$ cat src/rtl/i2s_buf_loader.sv
// i2s_buf_loader: refills the I2S transmitter's ping-pong sample RAM from a
// valid/ready sample stream. It primes the whole RAM once, then refills
// whichever half the codec reports as consumed. The lower half is refilled
// first when both are pending.
module i2s_buf_loader #(
  parameter int DATA_WIDTH = 16,
  parameter int ADDR_WIDTH = 14
) (
  input  logic                  wb_clk,
  input  logic                  wb_rst,
  input  logic                  conf_en,
  input  logic [DATA_WIDTH-1:0] s_data,
  input  logic                  s_valid,
  output logic                  s_ready,
  input  logic                  evt_lsbf,
  input  logic                  evt_hsbf,
  output logic [DATA_WIDTH-1:0] data_out,
  output logic                  wr_en,
  output logic [ADDR_WIDTH-1:0] wr_addr,
  output logic                  primed,
  output logic                  underrun,
  input  logic                  underrun_clr
);

  // First address of the upper half, and the last address of each half.
  localparam logic [ADDR_WIDTH-1:0] HALF_BASE = {1'b1, {(ADDR_WIDTH-1){1'b0}}};
  localparam logic [ADDR_WIDTH-1:0] LAST_LO   = {1'b0, {(ADDR_WIDTH-1){1'b1}}};
  localparam logic [ADDR_WIDTH-1:0] LAST_ALL  = '1;

  typedef enum logic [2:0] {
    S_IDLE    = 3'd0,
    S_PRIME   = 3'd1,
    S_WAIT    = 3'd2,
    S_FILL_LO = 3'd3,
    S_FILL_HI = 3'd4
  } state_t;

  state_t                  state_q, state_d;
  logic [ADDR_WIDTH-1:0]   ptr_q, ptr_d;
  logic                    pend_lo_q, pend_lo_d;
  logic                    pend_hi_q, pend_hi_d;
  logic                    evt_lo_q, evt_lo_d;
  logic                    evt_hi_q, evt_hi_d;
  logic                    primed_q, primed_d;
  logic                    underrun_q, underrun_d;
  logic                    wr_en_q, wr_en_d;
  logic [ADDR_WIDTH-1:0]   wr_addr_q, wr_addr_d;
  logic [DATA_WIDTH-1:0]   data_out_q, data_out_d;

  logic xfer;
  logic lo_evt;
  logic hi_evt;
  logic underrun_set;

  // Handshake and event rising edges; events only count once the RAM is primed.
  assign xfer   = s_valid && s_ready;
  assign lo_evt = evt_lsbf && !evt_lo_q && primed_q;
  assign hi_evt = evt_hsbf && !evt_hi_q && primed_q;

  // State register.
  always_ff @(posedge wb_clk or posedge wb_rst) begin
    if (wb_rst) state_q <= S_IDLE;
    else        state_q <= state_d;
  end

  // Next-state logic; dropping conf_en aborts from any state.
  always_comb begin
    state_d = state_q;
    if (!conf_en) begin
      state_d = S_IDLE;
    end else begin
      case (state_q)
        S_IDLE:    state_d = S_PRIME;
        S_PRIME:   if (xfer && ptr_q == LAST_ALL) state_d = S_WAIT;
        S_WAIT: begin
          if (pend_lo_q)      state_d = S_FILL_LO;
          else if (pend_hi_q) state_d = S_FILL_HI;
        end
        S_FILL_LO: if (xfer && ptr_q == LAST_LO)  state_d = S_WAIT;
        S_FILL_HI: if (xfer && ptr_q == LAST_ALL) state_d = S_WAIT;
        default:   state_d = S_IDLE;
      endcase
    end
  end

  // Output decode: ready is purely a function of the registered state.
  always_comb begin
    s_ready = (state_q == S_PRIME) || (state_q == S_FILL_LO) || (state_q == S_FILL_HI);
  end

  // Pointer, pending flags, status flags and the one-cycle-delayed write port.
  always_comb begin
    ptr_d        = ptr_q;
    pend_lo_d    = pend_lo_q;
    pend_hi_d    = pend_hi_q;
    primed_d     = primed_q;
    underrun_set = 1'b0;
    evt_lo_d     = evt_lsbf;
    evt_hi_d     = evt_hsbf;

    if (xfer) ptr_d = ptr_q + 1'b1;

    case (state_q)
      S_IDLE:  ptr_d = '0;
      S_PRIME: if (xfer && ptr_q == LAST_ALL) primed_d = 1'b1;
      S_WAIT: begin
        // Pending flag is consumed as the fill for that half starts.
        if (pend_lo_q) begin
          ptr_d     = '0;
          pend_lo_d = 1'b0;
        end else if (pend_hi_q) begin
          ptr_d     = HALF_BASE;
          pend_hi_d = 1'b0;
        end
      end
      default: ;
    endcase

    // A freed half that was still pending, or is being filled right now,
    // means the codec has outrun us; queue the half for another refill.
    if (lo_evt) begin
      pend_lo_d = 1'b1;
      if (pend_lo_q || state_q == S_FILL_LO) underrun_set = 1'b1;
    end
    if (hi_evt) begin
      pend_hi_d = 1'b1;
      if (pend_hi_q || state_q == S_FILL_HI) underrun_set = 1'b1;
    end

    if (!conf_en) begin
      ptr_d     = '0;
      pend_lo_d = 1'b0;
      pend_hi_d = 1'b0;
      primed_d  = 1'b0;
    end

    underrun_d = underrun_q;
    if (underrun_clr) underrun_d = 1'b0;
    if (underrun_set) underrun_d = 1'b1;

    // An accepted sample is always written, even if conf_en drops now.
    wr_en_d    = xfer;
    wr_addr_d  = xfer ? ptr_q  : wr_addr_q;
    data_out_d = xfer ? s_data : data_out_q;
  end

  // Datapath and flag registers.
  always_ff @(posedge wb_clk or posedge wb_rst) begin
    if (wb_rst) begin
      ptr_q      <= '0;
      pend_lo_q  <= 1'b0;
      pend_hi_q  <= 1'b0;
      evt_lo_q   <= 1'b0;
      evt_hi_q   <= 1'b0;
      primed_q   <= 1'b0;
      underrun_q <= 1'b0;
      wr_en_q    <= 1'b0;
      wr_addr_q  <= '0;
      data_out_q <= '0;
    end else begin
      ptr_q      <= ptr_d;
      pend_lo_q  <= pend_lo_d;
      pend_hi_q  <= pend_hi_d;
      evt_lo_q   <= evt_lo_d;
      evt_hi_q   <= evt_hi_d;
      primed_q   <= primed_d;
      underrun_q <= underrun_d;
      wr_en_q    <= wr_en_d;
      wr_addr_q  <= wr_addr_d;
      data_out_q <= data_out_d;
    end
  end

  assign wr_en    = wr_en_q;
  assign wr_addr  = wr_addr_q;
  assign data_out = data_out_q;
  assign primed   = primed_q;
  assign underrun = underrun_q;

endmodule
$ cat config.mk
export PLATFORM = sky130hd
export DESIGN_NAME = i2s_buf_loader
export DESIGN_NICKNAME = d
export VERILOG_FILES = /design/src/rtl/i2s_buf_loader.sv
export SDC_FILE = /design/constraint.sdc
export NUM_CORES = 1
export LEC_CHECK = 0
export CORE_MARGIN = 1.5
export CORE_UTILIZATION = 26
export CTS_BUF_LIST = sky130_fd_sc_hd__clkbuf_4 sky130_fd_sc_hd__clkbuf_8
export CTS_CLUSTER_DIAMETER = 200
export DETAILED_ROUTE_END_ITERATION = 16
export SKIP_LAST_GASP = 1
export SLEW_MARGIN = 20
export SYNTH_ARGS = -nofsm -noshare
export SYNTH_HDL_FRONTEND = slang
export SYNTH_SLANG_ARGS = --single-unit
$ cat constraint.sdc
create_clock -name wb_clk -period 4 [get_ports wb_clk]
set_input_delay 1.2 -clock wb_clk [delete_from_list [all_inputs] [get_ports wb_clk]]
set_output_delay 1.2 -clock wb_clk [all_outputs]
set_load 0.02 [all_outputs]
; Word-level counts from Yosys, hierarchy flattened
; Cells that the tools add are included.
[word_totals]
regBits = 54
inputBits = 23
out_inout_bits = 34
wordCells = 72
[classes]
n_addsub = 1
eq_ne = 14
muxes = 27
reduce_logical = 19
[op_table]
columns = operator, n
row1 = 2-to-1 mux 14 bit, 4
row2 = case mux 14 bit (2 select lines), 1
row3 = 2-to-1 mux 1 bit, 16
row4 = 2-to-1 mux 3 bit, 5
row5 = adder 14 x 1 -> 14 bit (second input constant), 1
row6 = equality test 14 x 13 -> 1 bit (second input constant), 1
row7 = equality test 14 bit (second input constant), 1
row8 = case mux 3 bit (4 select lines), 1
row9 = logical AND 1 bit, 7
row10 = equality test 3 x 2 -> 1 bit (second input constant), 2
row11 = != test 3 x 1 -> 1 bit (second input constant), 2
row12 = != test 3 x 2 -> 1 bit (second input constant), 2
row13 = logical OR 1 bit, 4
row14 = != test 2 x 1 -> 1 bit (second input constant), 2
row15 = != test 4 bit (second input constant), 1
row16 = AND reduction 2 bit, 2
row17 = equality test 3 x 1 -> 1 bit (second input constant), 1
row18 = equality test 3 bit (second input constant), 1
row19 = logical NOT 3 bit, 1
row20 = != test 3 bit (second input constant), 1
row21 = AND reduction 3 bit, 1
row22 = logical NOT 1 bit, 2
row23 = nonzero test 2 bit, 1
row24 = OR reduction 2 bit, 1

; Longest topological paths before layout
[depth]
ltp_word = 9
ltp_mapped = 6
depth_no_buf = 5

; Least setup slack after synthesis
; No wires, ideal clock.
[synth_path]
path_type = flip-flop to output port
startpoint = register state_q[0]
endpoint = output s_ready
arrival_time_ns = 1.135
required_ns = 2.800
setup_slack_ns = 1.665
path_stages_with_launch = 4
n_path_buf = 1
path_cell_list = dfrtp_1 > buf_6 > nor3b_4 > or2_2
[synth_between]
elab_chain_cells = 3
word_cells_on_any_way = 5
cone_classes = eq/ne (3) / reduce/logical (2)
[synth_lines]
columns = element, line_no
row1 = start: declaration, 38  ; state_t state_q, state_d;
row2 = start signal: assignment, 63  ; else state_q <= state_d;
row3 = equality test 3 x 1 -> 1 bit / equality test 3 x 2 -> 1 bit (equally long branches), 88  ; s_ready = (state_q == S_PRIME) || (state_q == S_FILL_LO) || (state_q == S_FILL_HI);
row4 = logical OR 1 bit, 88
row5 = logical OR 1 bit (*), 88
row6 = end: declaration, 14  ; output logic s_ready,
; Every way passes the cells marked *; elsewhere a longest branch is shown, timed or not.

; Worst setup path in the final report
; Same ends and word-level chain as after synthesis.

==> results.rst <==
.. list-table::
   :header-rows: 1

   * - Metric
     - Value
   * - Result of the run
     - finished, final reports clean
   * - Starting density of the core
     - 27.1%
   * - Total power density per cell area
     - 355 nW/um^2
   * - Worst slew margin relative to its limit
     - 39.7%
   * - Async SR Flop Fraction
     - 100%
   * - DR DRC count
     - 0
   * - Register cell area after layout
     - 1350 sq um
   * - Sequential power share
     - 51.5%
   * - Post-synth EDFFs
     - 0
   * - Clock Tree Root
     - clkbuf_8
   * - Primary flip-flop cell chosen by synthesis mapping
     - dfrtp_1
   * - Number of distinct library cell variants in the gate-level netlist after synthesis
     - 40
   * - Number of inserted diodes
     - 0
   * - Max-cap violations
     - 0
   * - Final routed wire length divided by cell count
     - 13.3 um
   * - Most common library cell in the layout ignoring fill and taps
     - clkdlybuf4s50_1
   * - Total number of H-tree levels
     - 2
   * - Worst-path clk slew
     - 110 ps
   * - Met3 track demand over resource
     - 2.91%
   * - Post-synthesis sequential element count
     - 54
   * - Overall routing resource usage
     - 10.3%
   * - CP max FO
     - 11
   * - Post-CTS setup buffer count
     - 0
   * - Count of final setup violators
     - 0
   * - Worst Setup Path Type
     - flip-flop to output port
   * - Worst reg2reg startpoint
     - state_q[0]$_DFFE_PP0P_
   * - Residual overflow from global routing
     - 0
   * - Final sum of negative setup slack
     - 0 ps
   * - Reported net switching power
     - 282 uW
   * - Core region area
     - 8760 sq um
   * - Number of clock buffers inserted by TritonCTS
     - 5
   * - Violation count after the first detailed-routing iteration
     - 53
   * - Setup repair after global routing missed its margin
     - false
   * - Highest-count cells in the layout ignoring fill and taps
     - 56 x clkdlybuf4s50_1, 54 x dfrtp_1, 27 x mux2_2
   * - Share of layout cells above drive strength 1
     - 17.9%
   * - Clk sink count
     - 54
   * - Area added between synthesis and finish
     - 34.9%
   * - Count of standard-cell rows
     - 34
   * - Number of antenna-violating nets in the routed design
     - 0
   * - Static power due to leakage
     - 1.33 nW
   * - Total Die Area
     - 9710 sq um
   * - Worst reg2reg endpoint
     - ptr_q[13]$_DFF_PP0_
   * - Number of cell instances on the worst register-to-register path
     - 4
   * - Number of fill cells in the layout
     - 902
   * - Count of cells along the worst hold path
     - 2
   * - Cell internal pwr
     - 855 uW
   * - Initial antenna violation count
     - 0
   * - Hold_buf cts
     - 0
   * - Worst hold path class
     - flip-flop to flip-flop
   * - Sum of net half-perimeters after detailed placement
     - 3400 um
   * - Synthesized area
     - 2370 sq um
   * - Synthesized netlist cell count
     - 197
   * - Flop2flop setup slack
     - 1620 ps
   * - Wire length of the first global-routing pass
     - 8250 um
   * - Worst min-delay path endpoint
     - wr_addr[7]$_DFFE_PP0P_
   * - Count of instances resized after the clock tree is built
     - 0
   * - Maximum buffer depth of the clock tree
     - 2
   * - GR Util met2
     - 17.5%
   * - Average instance area after synthesis
     - 12.0 sq um
   * - Die Width
     - 98.5 um
   * - Die Height
     - 98.5 um
   * - Hold Crit Start
     - wr_addr[7]$_DFFE_PP0P_
   * - Final Hold Violating Endpoints
     - 0
   * - Largest net degree at the start of global routing
     - 30
   * - Final GP Congestion
     - 0.727
   * - GRT Max-Usage Layer
     - met2
   * - I/O pin total
     - 57
   * - Final Max Tran Viols
     - 0
   * - Worst path arrival time
     - 2500 ps
   * - Number of nets in the layout
     - 280
   * - Endpoint type of the worst setup path
     - output port
   * - Vias in the first global route
     - 1719
   * - CP required
     - 2800 ps
   * - Final wirelength
     - 4840 um
   * - Number of warnings printed during yosys synthesis
     - 0
   * - Worst clock skew
     - 13.8 ps
   * - Worst slack on hold paths
     - 498 ps
   * - Sequential cell area fraction in the yosys report
     - 57.0%
   * - Proportion of total power due to net switching
     - 24.8%
   * - Core utilization of the finished layout
     - 36.5%
   * - Actual transition at the worst max-transition pin
     - 903 ps
   * - Fraction of the cycle the final worst path needs
     - 92.4%
   * - Vias
     - 1718
   * - Clock tree from TritonCTS
     - done
   * - Crit path time final
     - 3700 ps
   * - Combinational cell fraction of total power
     - 15.0%
   * - Pre-antenna DRT Iters
     - 6
   * - Fmax
     - 0.270 GHz
   * - Syn nets
     - 221
   * - Routing usage on met1
     - 13.2%
   * - Detail-routed via count per cell
     - 4.71
   * - Kind of launch point of the worst setup path
     - flip-flop
   * - Largest vdd supply drop
     - 0.139 mV
   * - Clk network pwr share
     - 33.5%
   * - Number of buffers added on ports
     - 56
   * - Source-to-sink clock delay at the later pin of the worst-skew pair
     - 310 ps
   * - Area occupied by multi-input gates
     - 956 sq um
synth_stat cells (3+ instances only):
| cell type | instances | share of area [%] |
|---|---|---|
| dfrtp_1 | 54 | 57 |
| o21ai_0 | 9 | 1.9 |
| a31oi_1 | 4 | 1.1 |
| inv_1 | 8 | 1.3 |
| nand2_1 | 12 | 1.9 |
| o211ai_1 | 4 | 1.3 |
| or3_1 | 4 | 1.1 |
| mux2_2 | 27 | 13 |
| nor2_1 | 10 | 1.6 |
| xor2_1 | 4 | 1.5 |
| o21a_1 | 5 | 1.6 |
| o31ai_1 | 4 | 1.3 |
| nand2b_1 | 3 | 0.79 |
| buf_2 | 4 | 0.84 |
| nand3b_1 | 3 | 0.95 |
| a21oi_1 | 9 | 1.9 |
| or4_1 | 3 | 0.95 |
state kept, by name, summed over array words and instances, names as in the netlist:
register	flops
pend_hi_q	1
data_out	16
pend_lo_q	1
ptr_q	14
evt_lo_q	1
state_q	3
primed	1
evt_hi_q	1
wr_addr	14
wr_en	1
underrun	1
critical path: stages (launching register included):
cell and delay, ps:
dfrtp_1 570, nor2b_1 780, or2_2 250, clkdlybuf4s50_1 600
power groups by stage:
stage / logic, mW / clock network, mW / registers (mW)
3_3_place_gp: 0.169 / 0 / 0.595
3_5_place_dp: 0.173 / 0 / 0.597
2_1_floorplan: 0.0523 / 0 / 0.627
4_1_cts: 0.174 / 0.400 / 0.586
5_1_grt: 0.182 / 0.422 / 0.590
6_report: 0.170 / 0.381 / 0.585
worst max path at each step:
stage / start / endpoint / slack (ps) / depth (start not counted)
final: state_q[0]$_DFFE_PP0P_ / s_ready / 300 / 3
after global routing: state_q[0]$_DFFE_PP0P_ / s_ready / 130 / 3
after CTS: state_q[0]$_DFFE_PP0P_ / s_ready / 290 / 3
after detailed placement: state_q[0]$_DFFE_PP0P_ / s_ready / 650 / 3
after global placement: state_q[0]$_DFFE_PP0P_ / s_ready / 720 / 3
after floorplan: wb_rst / data_out[0]$_DFFE_PP0P_ / 1490 / 1
layout make-up:
| cell class | count | area share, % |
|---|---|---|
| inverter | 8 | 0.939 |
| tap | 108 | 4.22 |
| multi-input combinational | 127 | 29.9 |
| clock buffer | 5 | 2.15 |
| timing repair buffer | 60 | 19.1 |
| sequential | 54 | 42.2 |
| clock inverter | 3 | 1.49 |
metal layers:
layer / vias up / wire [um]
met3: 2 / 276
met5: - / 0
met4: 0 / 25
met2: 51 / 2280
met1: 840 / 2260
li1: 825 / -
per-stage QoR:
step                      worst slack (ps)  std cells  area [sq um]  power (mW)
after floorplan                       1490        197          2370       0.680
after global placement                 718        356          3060       0.764
after detailed placement               652        357          3080       0.770
after CTS                              292        365          3200        1.16
after global routing                   131        365          3200        1.19
final                                  303        365          3200        1.14
logic make-up (layout without fill, tap and decap cells):
logic type,Yosys count,in the layout,share of synthesized area [%]
mux,28,28,13.2
xor+xnor,6,6,2.22
flops,54,54,57.0
buf+inv,16,76,3.06
fa+ha+maj,1,1,0.527
simple gates,50,50,11.7
compound gates,42,42,12.3
(Power assumes the default switching activity.)
